## config.mk

```make
export PLATFORM = sky130hd
export DESIGN_NAME = sort_frame_serializer
export DESIGN_NICKNAME = d
export VERILOG_FILES = /design/src/rtl/sort_pkg.sv /design/src/rtl/sort_frame_buf.sv /design/src/rtl/sort_frame_serializer.sv
export SDC_FILE = /design/constraint.sdc
export NUM_CORES = 1
export LEC_CHECK = 0
export ABC_AREA = 0
export CAP_MARGIN = 5
export CORE_AREA = 2 2 106 108
export CTS_CLUSTER_SIZE = 8
export DETAILED_ROUTE_END_ITERATION = 16
export DIE_AREA = 0 0 108 110
export PLACE_DENSITY_LB_ADDON = 0.1
export RECOVER_POWER = 100
export SYNTH_ARGS = -nofsm -noshare
export SYNTH_HDL_FRONTEND = slang
export SYNTH_SLANG_ARGS = --single-unit
export TNS_END_PERCENT = 10
```

## constraint.sdc

```tcl
create_clock -name clk -period 13 [get_ports clk]
set_clock_uncertainty 0.05 [all_clocks]
set_input_delay 2.6 -clock clk [delete_from_list [all_inputs] [get_ports clk]]
set_output_delay 2.6 -clock clk [all_outputs]
set_load 0.05 [all_outputs]
```

## src/rtl/sort_pkg.sv

```systemverilog
// Shared definitions for the sorter output serializer.
//   NUM_ELEMS   elements per sorted frame
//   IDX_W       width of the element index within a frame
//   ser_state_e output FSM states of the serializer
package sort_pkg;

    localparam int NUM_ELEMS = 8;
    localparam int IDX_W     = 3;

    typedef enum logic {
        ST_IDLE = 1'b0,
        ST_SEND = 1'b1
    } ser_state_e;

endpackage

```

## src/rtl/sort_frame_buf.sv

```systemverilog
// Circular frame buffer: FRAMES slots of NUM_ELEMS x BITWIDTH elements.
//   clk, resetn  clock, asynchronous active-low reset (pointers/count only)
//   push         write wdata into slot wr_ptr, advance wr_ptr
//   pop          release slot rd_ptr, advance rd_ptr
//   wdata        packed frame, element i = wdata[i*BITWIDTH +: BITWIDTH]
//   rd_idx       element index to read from slot rd_ptr
//   rdata        element rd_idx of slot rd_ptr (mux of stored registers)
//   count        frames held; full / empty status flags
module sort_frame_buf
    import sort_pkg::*;
#(
    parameter int BITWIDTH = 8,
    parameter int FRAMES   = 2,
    localparam int PTR_W   = $clog2(FRAMES),
    localparam int CNT_W   = $clog2(FRAMES) + 1
) (
    input  logic                          clk,
    input  logic                          resetn,
    input  logic                          push,
    input  logic                          pop,
    input  logic [NUM_ELEMS*BITWIDTH-1:0] wdata,
    input  logic [IDX_W-1:0]              rd_idx,
    output logic [BITWIDTH-1:0]           rdata,
    output logic [CNT_W-1:0]              count,
    output logic                          full,
    output logic                          empty
);

    logic [BITWIDTH-1:0] mem_q [FRAMES][NUM_ELEMS];
    logic [PTR_W-1:0]    wr_ptr_q, wr_ptr_d;
    logic [PTR_W-1:0]    rd_ptr_q, rd_ptr_d;
    logic [CNT_W-1:0]    count_q, count_d;

    // Pointers wrap naturally because FRAMES is a power of two.
    always_comb begin
        wr_ptr_d = push ? wr_ptr_q + PTR_W'(1) : wr_ptr_q;
        rd_ptr_d = pop  ? rd_ptr_q + PTR_W'(1) : rd_ptr_q;
        count_d  = count_q;
        case ({push, pop})
            2'b10:   count_d = count_q + CNT_W'(1);
            2'b01:   count_d = count_q - CNT_W'(1);
            default: count_d = count_q;
        endcase
    end

    always_ff @(posedge clk or negedge resetn) begin
        if (!resetn) begin
            wr_ptr_q <= '0;
            rd_ptr_q <= '0;
            count_q  <= '0;
        end else begin
            wr_ptr_q <= wr_ptr_d;
            rd_ptr_q <= rd_ptr_d;
            count_q  <= count_d;
        end
    end

    // Frame storage carries no reset; occupancy is tracked by count_q.
    always_ff @(posedge clk) begin
        if (push) begin
            for (int i = 0; i < NUM_ELEMS; i++) begin
                mem_q[wr_ptr_q][i] <= wdata[i*BITWIDTH +: BITWIDTH];
            end
        end
    end

    assign rdata = mem_q[rd_ptr_q][rd_idx];
    assign count = count_q;
    assign full  = (count_q == CNT_W'(FRAMES));
    assign empty = (count_q == '0);

endmodule

```

## src/rtl/sort_frame_serializer.sv

```systemverilog
// Serializes sorted 8-element frames from the one-cycle sorter into a
// valid/ready element stream, element 0 (largest) first.
//   clk, resetn  clock, asynchronous active-low reset
//   sortit       sorter strobe; the sorter result is taken one cycle later
//   frame_in     sorter dout: [8*BITWIDTH] valid, element i at [i*BITWIDTH +: BITWIDTH]
//   m_data       current element          m_valid  beat valid
//   m_ready      sink ready               m_idx    element index 0..7
//   m_last       beat with m_idx == 7     busy     buffer non-empty
//   overflow     sticky frame-drop flag   drop_cnt saturating dropped-frame count
module sort_frame_serializer
    import sort_pkg::*;
#(
    parameter int BITWIDTH = 8,
    parameter int FRAMES   = 2,
    parameter int DROP_W   = 8,
    localparam int CNT_W   = $clog2(FRAMES) + 1
) (
    input  logic                        clk,
    input  logic                        resetn,
    input  logic                        sortit,
    input  logic [NUM_ELEMS*BITWIDTH:0] frame_in,
    output logic [BITWIDTH-1:0]         m_data,
    output logic                        m_valid,
    input  logic                        m_ready,
    output logic [IDX_W-1:0]            m_idx,
    output logic                        m_last,
    output logic                        busy,
    output logic                        overflow,
    output logic [DROP_W-1:0]           drop_cnt
);

    ser_state_e          state_q, state_d;
    logic [IDX_W-1:0]    idx_q, idx_d;
    logic                sortit_q;
    logic [DROP_W-1:0]   drop_cnt_q, drop_cnt_d;
    logic                overflow_q, overflow_d;

    logic                frame_stb, beat_fire, push, pop, drop;
    logic [BITWIDTH-1:0] rdata;
    logic [CNT_W-1:0]    count;
    logic                full, empty;

    sort_frame_buf #(
        .BITWIDTH (BITWIDTH),
        .FRAMES   (FRAMES)
    ) u_buf (
        .clk    (clk),
        .resetn (resetn),
        .push   (push),
        .pop    (pop),
        .wdata  (frame_in[NUM_ELEMS*BITWIDTH-1:0]),
        .rd_idx (idx_q),
        .rdata  (rdata),
        .count  (count),
        .full   (full),
        .empty  (empty)
    );

    assign frame_stb = sortit_q & frame_in[NUM_ELEMS*BITWIDTH];
    assign beat_fire = m_valid & m_ready;
    assign pop       = beat_fire & (idx_q == IDX_W'(NUM_ELEMS - 1));
    // A full buffer still accepts a frame when its oldest frame leaves this cycle.
    assign push      = frame_stb & (~full | pop);
    assign drop      = frame_stb & ~push;

    always_comb begin
        state_d = state_q;
        idx_d   = idx_q;
        case (state_q)
            ST_IDLE: begin
                if (push || !empty) state_d = ST_SEND;
            end
            ST_SEND: begin
                // idx wraps 7 -> 0 on the last beat of a frame.
                if (beat_fire) idx_d = idx_q + IDX_W'(1);
                if (pop && !push && count == CNT_W'(1)) state_d = ST_IDLE;
            end
            default: state_d = ST_IDLE;
        endcase
    end

    always_comb begin
        drop_cnt_d = drop_cnt_q;
        if (drop && drop_cnt_q != '1) drop_cnt_d = drop_cnt_q + DROP_W'(1);
        overflow_d = overflow_q | drop;
    end

    always_ff @(posedge clk or negedge resetn) begin
        if (!resetn) begin
            sortit_q   <= 1'b0;
            state_q    <= ST_IDLE;
            idx_q      <= '0;
            drop_cnt_q <= '0;
            overflow_q <= 1'b0;
        end else begin
            sortit_q   <= sortit;
            state_q    <= state_d;
            idx_q      <= idx_d;
            drop_cnt_q <= drop_cnt_d;
            overflow_q <= overflow_d;
        end
    end

    assign m_valid  = (state_q == ST_SEND);
    assign m_data   = m_valid ? rdata : '0;
    assign m_idx    = idx_q;
    assign m_last   = m_valid & (idx_q == IDX_W'(NUM_ELEMS - 1));
    assign busy     = ~empty;
    assign overflow = overflow_q;
    assign drop_cnt = drop_cnt_q;

endmodule
```

# Word level (Yosys, flattened, before mapping)
# Memory sizes are Yosys's and may differ from the RTL's.
# Cells that the tools add are included.
# totals
reg_bits	18
mem_bits_rw	128
in_bits	69
output_inout_bits	23
elab_cells	54
mem_count	1
# memory_table
name	words	word_bits	read_ports	rd_ports_with_merged_regs	write_ports	line	rtl
u_buf.mem_q	2	64	1	0	1	sort_frame_buf.sv:29	logic [BITWIDTH-1:0] mem_q [FRAMES][NUM_ELEMS];
# classes
addsub	6
order_cmp	1
n_eq_ne	6
muxes	10
n_bitwise	13
reduce_logical	9
# op_table
op	n
8-bit binary-select mux with 3-bit select	1
8-bit two-way mux	3
8-bit by 1-bit adder with 8-bit output (second input constant)	1
8-bit inequality test (second input constant)	1
1-bit bitwise AND	6
2-bit by 1-bit == test with 1-bit output (second input constant)	2
2-bit == test (second input constant)	2
4-bit >= comparator (second input constant)	1
1-bit two-way mux	4
1-bit inverter	4
3-bit inverter with 4-bit output	1
2-bit case mux with 2 select lines	1
3-bit by 1-bit adder with 3-bit output (second input constant)	1
3-bit == test (second input constant)	1
1-bit logical AND	3
1-bit adder (second input constant)	2
2-bit by 1-bit adder with 2-bit output (second input constant)	1
1-bit zero test	2
2-bit zero test	1
1-bit bitwise OR	2
1-bit case mux with 2 select lines	1
2-bit AND reduction	1
2-bit nonzero test	1
2-bit by 1-bit subtractor with 2-bit output (second input constant)	1
1-bit logical OR	1

# Depth between registers and ports, before layout
# depth
ltp_word	9
ltp_mapped	9
depth_no_buf	9

# Cells and area by module
# From an unflattened synthesis, not the netlist that was laid out.
# unflattened
hier_cells	283
area_unflattened_um2	5854.4
# by_module_without_submodules
module	n_inst	cells_each	area_each_um2	seq_area_each_um2
sort_frame_buf	1	214	5064.9	3943.8
sort_frame_serializer	1	69	789.5	350.3

# Worst setup path after synthesis
# Ideal clock, no wire load.
# synth_timing
kind	input -> register
from	input m_ready
to	memory u_buf.mem_q[0][0] (netlist bit) (enable)
setup_ps	487
arrival_ps	5783
required_ps	12463
path_slack_ps	6681
cell_stages	4
path_buffers	0
path_cell_list	nand3_1 nand2_1 nand3_1 nor2_1
# synth_via
elab_chain_len	6
# synth_lines
item	line	rtl
start, declared	sort_frame_serializer.sv:24	input logic m_ready,
1-bit bitwise AND	sort_frame_serializer.sv:60	assign beat_fire = m_valid & m_ready;
1-bit bitwise AND	sort_frame_serializer.sv:61	assign pop = beat_fire & (idx_q == IDX_W'(NUM_ELEMS - 1));
1-bit bitwise OR	sort_frame_serializer.sv:63	assign push = frame_stb & (~full | pop);
1-bit bitwise AND	sort_frame_serializer.sv:63	
1-bit two-way mux	sort_frame_buf.sv:60	if (push) begin
1-bit two-way mux (implied by the code)	sort_frame_buf.sv:62	mem_q[wr_ptr_q][i] <= wdata[i*BITWIDTH +: BITWIDTH];
end, declared	sort_frame_buf.sv:29	
# Every way passes these cells.

# Worst setup path in the final report
# layout_timing
from	register u_buf.rd_ptr_q
to	output m_data[1]
# layout_via
elab_chain_len	5
# layout_lines
item	line	rtl
start, declared	sort_frame_buf.sv:31	logic [PTR_W-1:0] rd_ptr_q, rd_ptr_d;
start signal, assigned	sort_frame_buf.sv:53	rd_ptr_q <= rd_ptr_d;
memory read 2 x 64 bit	n/a	
8-bit binary-select mux with 3-bit select	sort_frame_buf.sv:67	assign rdata = mem_q[rd_ptr_q][rd_idx];
8-bit two-way mux (implied by the code) (2 in a row)	sort_frame_buf.sv:67	
8-bit two-way mux	sort_frame_serializer.sv:105	assign m_data = m_valid ? rdata : '0;
end, declared	sort_frame_serializer.sv:22	output logic [BITWIDTH-1:0] m_data,
# Every way passes these cells. The select of a mux whose other input is x is not followed.

==> flow_metrics.py <==
metrics = {
    "status": {
        "status": "finished, violations left",
        "violations": "capacitance limit, slew limit",
    },
    "worst_setup_path": {
        "reg2reg_depth": 8,
        "cp_slowest_cell": "clkbuf_1",
        "cp.required_ps": 10350,
        "cpPeakStageDelay_ps": 1340,
        "worstSetupStartpointType": "flip-flop",
        "crit_end": "m_data[1]",
        "path_max_fanout": 21,
        "r2r_slack_ps": 7070,
        "regToRegStartpoint": "m_idx[1]",
        "critPathKind": "reg2out",
        "arrival_ps": 4590,
        "worst-path-buf-inv": 2,
        "path_depth": 5,
        "critPathTopFamily": "buffers and inverters",
        "endpoint_kind": "primary output",
        "worstPathCellList": "clkbuf_1 -> mux4_2 -> mux2i_1 -> o22ai_1 -> dlygate4sd3_1",
        "r2r-end": "u_buf.mem_q[1][29]",
        "startpoint": "u_buf.rd_ptr_q",
    },
    "cells_and_area": {
        "finish.utilization": 0.688,
        "area_growth_pct": 28.0,
        "finalNonFillerCells": 542,
        "finalNetCount": 465,
        "drive_gt1_frac": 0.148,
        "layout_commonest_cell": "edfxtp_1",
        "final_cell_mix": "edfxtp_1, dlygate4sd3_1, mux4_2",
    },
    "clock_tree": {
        "cts_resized": 0,
        "cts_buffers": 17,
        "clock_path_buffers": 2,
        "root_buffer": "clkbuf_8",
        "postCtsHoldBufs": 0,
        "h-tree-depth": 4,
        "clock_latency_ps": 510,
        "cts_tree": "built",
        "post_cts_buffers": 0,
        "cts.sinks": 146,
        "clkSlewWorstSetupHoldPaths_ps": 60,
    },
    "detailed_routing": {
        "routed_wirelength_um": 9970,
        "ant_nets": 0,
        "vias": 2930,
        "drc": 0,
        "wire_per_inst_um": 18.4,
        "vias_per_cell": 5.41,
        "first_pass_iters": 6,
        "drt_iter0_drc": 112,
    },
    "logic_synthesis": {
        "syn_nets": 360,
        "ys_ff_latch": 146,
        "synth-edff-count": 128,
        "yosysUniqueCellTypes": 32,
        "synthFlopType": "edfxtp_1",
        "synth_area_sq_mm": 0.00576,
        "synthCells": 283,
        "ys_seq_area_frac": 0.746,
        "async_flop_share": 0.123,
        "ys_warn_count": 0,
        "syn_avg_cell_area_sq_um": 20.3,
    },
    "floorplanning": {
        "die-area_sq_mm": 0.0119,
        "initial_core_util": 0.538,
        "rows": 38,
        "die_h_um": 110,
        "ios": 92,
        "dieWidth_um": 108,
        "coreArea_sq_mm": 0.0107,
    },
    "pwr": {
        "p_leak_nw": 2.62,
        "total_power_mw": 1.67,
        "ir_drop_uv": 240,
        "power_density_mw_per_mm2": 226,
    },
    "global_route": {
        "met3_usage": 0.0600,
        "grt_max_degree": 40,
        "track_usage": 0.185,
        "antenna_found_initial": 2,
        "grt_pass1_wl_um": 15800,
        "met2_usage": 0.305,
        "grt_pass1_vias": 3155,
        "grt_most_used_layer": "met2",
        "use_met1": 0.229,
        "grt_overflow": 0,
    },
    "sta": {
        "slew_headroom": -0.772,
        "finalHoldViolations": 0,
        "fin_hold_ws_ps": 408,
        "tns_ps": 0,
        "report.final.setup_viol": 0,
        "report.final.slew_viol_count": 156,
        "max_freq_mhz": 138,
        "worst_slew_pin_slew_ps": 2650,
        "period_needed_ps": 7240,
        "min_period_over_period": 0.557,
        "rsz0062_at_grt": "no",
    },
    "place": {
        "port_buffers": 91,
        "gp_congestion": 0.775,
        "placedCellCount": 509,
        "dp_hpwl_um": 6580,
    },
    "worst_hold_path": {
        "whs_path_depth": 1,
        "min_path_type": "reg2reg",
    },
    "flow_run": {
        "cap_violations": 5,
    },
}
-- worst min-delay path by stage --
stage                     endpoint      startpoint
floorplan           u_buf.wr_ptr_q  u_buf.wr_ptr_q
global placement          overflow        overflow
detailed placement        overflow        overflow
CTS                       overflow        overflow
global route              overflow        overflow
finish                    overflow        overflow
-- cell usage after synthesis, types with 4 or more instances --
cell type	count	area share
and3_1	4	0.0043
buf_2	5	0.0043
dfrtp_1	18	0.078
edfxtp_1	128	0.67
ha_1	8	0.017
inv_1	7	0.0046
mux2i_1	16	0.028
mux4_2	28	0.11
nand2_1	6	0.0039
nand3_1	6	0.0052
nor2_1	7	0.0046
o22ai_1	5	0.0054
xnor2_1	5	0.0076
xor2_1	6	0.0091
-- where the power goes --
group	switching [mW]	total, mW	internal (mW)
sequential	0.0468	0.636	0.589
combinational	0.333	0.571	0.238
clock	0.172	0.460	0.288
total	0.552	1.67	1.11
-- final cells by class --
type / instances / area (sq um)
clock inverters: 12 / 141
inverters: 7 / 26.3
fillers: 730 / 3330
flip-flops and latches: 146 / 4290
multi-input cells: 120 / 1360
well taps: 140 / 175
clock buffers: 19 / 422
repair buffers: 96 / 937
diodes: 2 / 5.00
-- metrics by stage --
| step | setup slack (ps) | cell area (sq um) |
|---|---|---|
| 3_3_place_gp | 7490 | 6830 |
| 6_report | 5760 | 7360 |
| 3_5_place_dp | 7420 | 6830 |
| 5_1_grt | 5310 | 7360 |
| 2_1_floorplan | 6680 | 5760 |
| 4_1_cts | 6910 | 7390 |
-- sequential cells by signal (all words and copies together), names as in the netlist, 2 cells and up --
name / cells
drop_cnt: 8
m_idx: 3
u_buf.count: 2
u_buf.mem_q: 128
-- routing by layer --
layer	vias to the layer above	part of all wire	wire length, um
met5	-	0	0
met4	0	0.011	109
met3	11	0.057	565
met2	83	0.50	4940
met1	1472	0.44	4350
li1	1364	-	-
-- cell families after synthesis --
group | synth area share
mux | 0.148
fa+ha+maj | 0.0174
compound gates | 0.0276
xor+xnor | 0.0167
simple gates | 0.0283
flops | 0.746
buf+inv | 0.0161
Power figures use the tool's default switching activity.
==> variant 1: new RTL, config.mk and constraints unchanged <==
`BITWIDTH` is set to 8 in 2 places; all go to 10. Comments in the files are not updated.
--- a/src/rtl/sort_frame_buf.sv
+++ b/src/rtl/sort_frame_buf.sv
@@ -9,7 +9,7 @@
 module sort_frame_buf
     import sort_pkg::*;
 #(
-    parameter int BITWIDTH = 8,
+    parameter int BITWIDTH = 10,
     parameter int FRAMES   = 2,
     localparam int PTR_W   = $clog2(FRAMES),
     localparam int CNT_W   = $clog2(FRAMES) + 1
--- a/src/rtl/sort_frame_serializer.sv
+++ b/src/rtl/sort_frame_serializer.sv
@@ -10,7 +10,7 @@
 module sort_frame_serializer
     import sort_pkg::*;
 #(
-    parameter int BITWIDTH = 8,
+    parameter int BITWIDTH = 10,
     parameter int FRAMES   = 2,
     parameter int DROP_W   = 8,
     localparam int CNT_W   = $clog2(FRAMES) + 1
Ports: changed (resized frame_in and m_data); port bits go from 92 to 110. No check against the original RTL was run, so the function may have changed too.
==> variant 1 against the unedited design <==
The run still ends with capacitance limit, slew limit left. Synthesized area is 22% higher. Design area is 21% higher. Power increased by 24%. First-iteration DRC count rose to 3.4 times the old value. Setup slack worse by 590 ps. Sequential cell count grew 32. Wire length increased by 40%. Largest power group unchanged.
==> variant 1: results (changes against the unedited design) <==
- Crit path arrival time: 5190 ps (+600 ps)
- CTS tree: done
- Syn_nets: 473 (+31%)
- Adder-cell share of the synthesized area: 0.0142 (-0.00315)
- Min-delay src: overflow
- H-tree Lvls: 4 (unchanged)
- Routability cong.: 0.801 (+3.3%)
- Status: finished, violations left
- Number of flops mapped to enable cells by yosys: 160 (+25%)
- Crit path from: u_buf.rd_ptr_q
- Post-CTS Resized: 0 (unchanged)
- R2R setup slack: 7040 ps (-30 ps)
- Sequential fraction of the synthesis area: 0.747 (+0.00138)
- Number of flip-flops in the largest register: 160 (+25%)
- Least-Margin Pin Slew: 4540 ps (+1890 ps)
- Final-stage net count: 589 (+27%)
- CP peak stage delay: 2590 ps (+1250 ps)
- DRC violations left: 0 (unchanged)
- I/O Buffers: 109 (+20%)
- Placed insts: 617 (+21%)
- DR iter-0 viols: 378 (+240%)
- Worst-path fanout max: 61 (+190%)
- Hold Crit Depth: 1 (unchanged)
- Synth Area in Compound Gates: 0.0456 (+0.0180)
- Root buf cell: clkbuf_8
- Area after DPL: 0.00823 mm² (+21%)
- Xor and xnor area share after synthesis: 0.0137 (-0.00304)
- GRT Resource Usage Total: 0.251 (+0.0665)
- Dominant cells by area after synthesis: edfxtp_1 68%, dfrtp_1 6.4%, mux4_2 6.4%
- DR WL/cell: 21.4 µm (+16%)
- Largest delay share family, worst path: flip-flops
- Max_cap viols: 3 (-2)
- Vias in the first global route: 4044 (+28%)
- Placement Setup Slack: 7430 ps (+9.92 ps)
- Post-synthesis mux area share: 0.127 (-0.0206)
- Synth Flop Type: edfxtp_1
- Largest net degree at the start of global routing: 81 (+100%)
- Post-synth ARST share: 0.101 (-0.0222)
- Detailed placement HPWL: 8560 µm (+30%)
- Initial antenna violation count: 1 (-1)
- Layout cells sized above 1: 0.130 (-0.0178)
- Post-synth top cells: 160 x edfxtp_1, 32 x mux2i_1, 20 x mux4_2, 18 x dfrtp_1, 18 x nand2_1
- First-pass GRT wire length: 21200 µm (+34%)
- Final worst path period need: 7840 ps (+595 ps)
- Slew Limit Fails: 224 (+44%)
- Post-synth cell types: 34 (+6.3%)
- CP max stage cell: dfrtp_1
- Failing checks: capacitance limit, slew limit
- R2r startpoint: m_idx[0]
- Synthesized area per cell: 18.5 µm² (-9.0%)
- Reg clk slew, reported paths: 70 ps
- R2R Path End: u_buf.mem_q[0][23]
- Vias: 3888 (+33%)
- Clock insertion delay at the later pin of the skew report: 530 ps (+20 ps)
- Vias per std cell: 5.98 (+11%)
- Pleak: 0.00317 µW (+21%)
- Drt pass-1 iters: 5 (-1)
- Peak VDD IR: 0.178 mV (-26%)
- Clock buffer depth: 2 (unchanged)
- FF-to-FF path depth: 7 (-1)
## variant 1: metrics by stage
stage	util	hold slack [ps]
2_1_floorplan	-	418
3_3_place_gp	0.769	392
3_5_place_dp	0.769	397
4_1_cts	0.833	421
5_1_grt	0.831	449
6_report	0.831	419
## variant 1: cell type report
class / instances / area (µm²)
Clock inverter: 15 / 263
Fill cell: 535 / 1810
Multi-Input combinational cell: 179 / 1650
Inverter: 8 / 30.0
Timing Repair Buffer: 112 / 1110
Antenna cell: 1 / 2.50
Clock buffer: 17 / 414
Sequential cell: 178 / 5260
Tap cell: 140 / 175
## variant 1: metal layers
layer,part of all wire,up-vias,GRT usage,wire [µm]
met1,0.41,1954,0.335,5690
li1,-,1738,-,-
met4,0.026,0,0.114,359
met3,0.059,31,0.0606,825
met5,0,-,0,0
met2,0.51,165,0.401,7040
## variant 1: report_power, final
group	switching (µW)	internal [µW]
Clock	205	369
Sequential	89.9	723
Combinational	404	276
Total	700	1370
==> variant 2: new RTL, config.mk and constraints unchanged <==
Without the edit above. Reset style: synchronous (`resetn`), changed in 2 clocked blocks. Comments in the files are not updated.
--- a/src/rtl/sort_frame_buf.sv
+++ b/src/rtl/sort_frame_buf.sv
@@ -43,7 +43,7 @@
         endcase
     end
 
-    always_ff @(posedge clk or negedge resetn) begin
+    always_ff @(posedge clk) begin
         if (!resetn) begin
             wr_ptr_q <= '0;
             rd_ptr_q <= '0;
--- a/src/rtl/sort_frame_serializer.sv
+++ b/src/rtl/sort_frame_serializer.sv
@@ -85,7 +85,7 @@
         overflow_d = overflow_q | drop;
     end
 
-    always_ff @(posedge clk or negedge resetn) begin
+    always_ff @(posedge clk) begin
         if (!resetn) begin
             sortit_q   <= 1'b0;
             state_q    <= ST_IDLE;
Formal check against the unedited RTL: differs if resetn is asserted again (counterexample within 4 cycles, from zero or initial values and one cycle with resetn low); with resetn held inactive, the same outputs for 4 cycles.
==> variant 2 against the unedited design <==
The flow still finishes with violations (capacitance limit, slew limit). Wire length rose by 16%. Design area up 0.49%. Synthesized area rose by 1.0%. Register-to-register slack gained 540 ps. Sequential cell count is 1 higher. Synthesized cell count increased by 20%. Setup slack gained 450 ps. Critical path type is now input pin to flip-flop.
Power is not compared: it rests on default switching activity, and its combinational part moved more than twofold at a synthesized area within 25%.
==> variant 2: results (changes against the unedited design) <==
- Slew Limit Fails: 102 (-35%)
- Routability cong.: 0.812 (+4.7%)
- Post-synth top cells: 128 x edfxtp_1, 35 x mux2i_1, 19 x dfxtp_1, 19 x nand2_1, 16 x mux4_2
- Worst hold endpoint: overflow
- Drt pass-1 iters: 4 (-2)
- Min-delay worst type: flip-flop to flip-flop
- Status: finished, violations left
- R2r startpoint: m_idx[1]
- Peak VDD IR: 0.0869 mV
- H-tree Lvls: 4 (unchanged)
- DR iter-0 viols: 232 (+110%)
- GRT Resource Usage Total: 0.207 (+0.0226)
- Max_cap viols: 2 (-3)
- Hold Crit Depth: 2 (+1)
- R2R setup slack: 7610 ps (+540 ps)
- FF-to-FF path depth: 6 (-2)
- Post-synth ARST share: 0 (-0.123)
- Pleak: 0.00246 µW
- Crit path arrival time: 6810 ps (+2220 ps)
- Final setup viols: 0 (unchanged)
- First-pass GRT wire length: 17700 µm (+12%)
- Dominant cells by area after synthesis: edfxtp_1 66%, dfxtp_1 6.5%, mux4_2 6.2%
- Area after DPL: 0.00686 mm² (+0.48%)
- Failing checks: capacitance limit, slew limit
- Initial antenna violation count: 1 (-1)
- Number of flops mapped to enable cells by yosys: 128 (unchanged)
- Vias in the first global route: 3440 (+9.0%)
- Number of flip-flops in the largest register: 128 (unchanged)
- Clock buffer depth: 2 (unchanged)
- Largest net degree at the start of global routing: 51 (+28%)
- Worst-path fanout max: 50 (+140%)
- Post-synth cell types: 39 (+22%)
- Vias per std cell: 5.65 (+4.6%)
- Largest delay share family, worst path: buffers and inverters
- Placed insts: 558 (+9.6%)
- I/O Buffers: 91 (unchanged)
- Min-delay src: overflow
- Fin Hold WS: 394 ps (-14.4 ps)
- R2R Path End: u_buf.mem_q[0][51]
- CP peak stage delay: 2140 ps (+800 ps)
- Placement Setup Slack: 7240 ps (-179 ps)
- Synthesized area per cell: 17.1 µm² (-16%)
- Syn_nets: 417 (+16%)
- Vias: 3342 (+14%)
- Layout cells sized above 1: 0.104 (-0.0431)
- Post-Route WL: 11500 µm (+16%)
- Least-Margin Pin Slew: 2930 ps (+278 ps)
- Detailed placement HPWL: 7680 µm (+17%)
- Largest register by flop count: u_buf.mem_q
- Final-stage net count: 514 (+11%)
- Sequential fraction of the synthesis area: 0.726 (-0.0198)
- Fill count: 738 (+1.1%)
[variant 2: cell families (layout without fill, tap and decap cells)]
group	after synthesis	count (layout)	synth area share
flops	147	147	0.726
mux	51	51	0.122
compound gates	48	48	0.0579
other cells	0	1	0
simple gates	56	56	0.0491
fa+ha+maj	8	8	0.0172
buf+inv	25	135	0.0198
xor+xnor	5	5	0.00753
[variant 2: tightest hold or removal path: cells and delay by family, from the launching register on]
family                 cells  cell delay, ps
DFF                        1             300
AOI/OAI and AO/OA          1              50
buffers and inverters      1              40
[variant 2: power by group]
part	switching (µW)	internal, µW
combinational	34.5	26.1
clock	178	289
sequential	4.94	524
total	217	839
[variant 2: worst max-delay path by stage]
| stage | end | depth (start not counted) | slack (ps) | start |
|---|---|---|---|---|
| after global placement | m_data[1] | 5 | 7430 | m_idx[1] |
| after floorplan | u_buf.mem_q[0][0] | 3 | 6840 | m_ready |
| final | u_buf.mem_q[0][51] | 5 | 6210 | m_ready |
| after global routing | u_buf.mem_q[0][56] | 5 | 5900 | m_ready |
| after detailed placement | m_data[5] | 5 | 7240 | m_idx[1] |
| after CTS | m_data[5] | 5 | 6660 | m_idx[1] |
[variant 2: area by class of cell]
type | count | area [µm²] | area share
Timing Repair Buffer | 94 | 926 | 0.125
Inverter | 9 | 35.0 | 0.00473
Multi-Input combinational cell | 168 | 1460 | 0.197
Clock buffer | 17 | 414 | 0.0560
Clock inverter | 15 | 164 | 0.0221
Antenna cell | 1 | 2.50 | 0.000338
Sequential cell | 147 | 4230 | 0.571
Tap cell | 140 | 175 | 0.0237
[variant 2: metal layers]
layer  vias up  global-route usage  share of wire
met2       129               0.343           0.51
li1       1546                   -              -
met3        16              0.0594          0.057
met4         0              0.0842          0.020
met5         -                   0              0
met1      1651               0.261           0.41
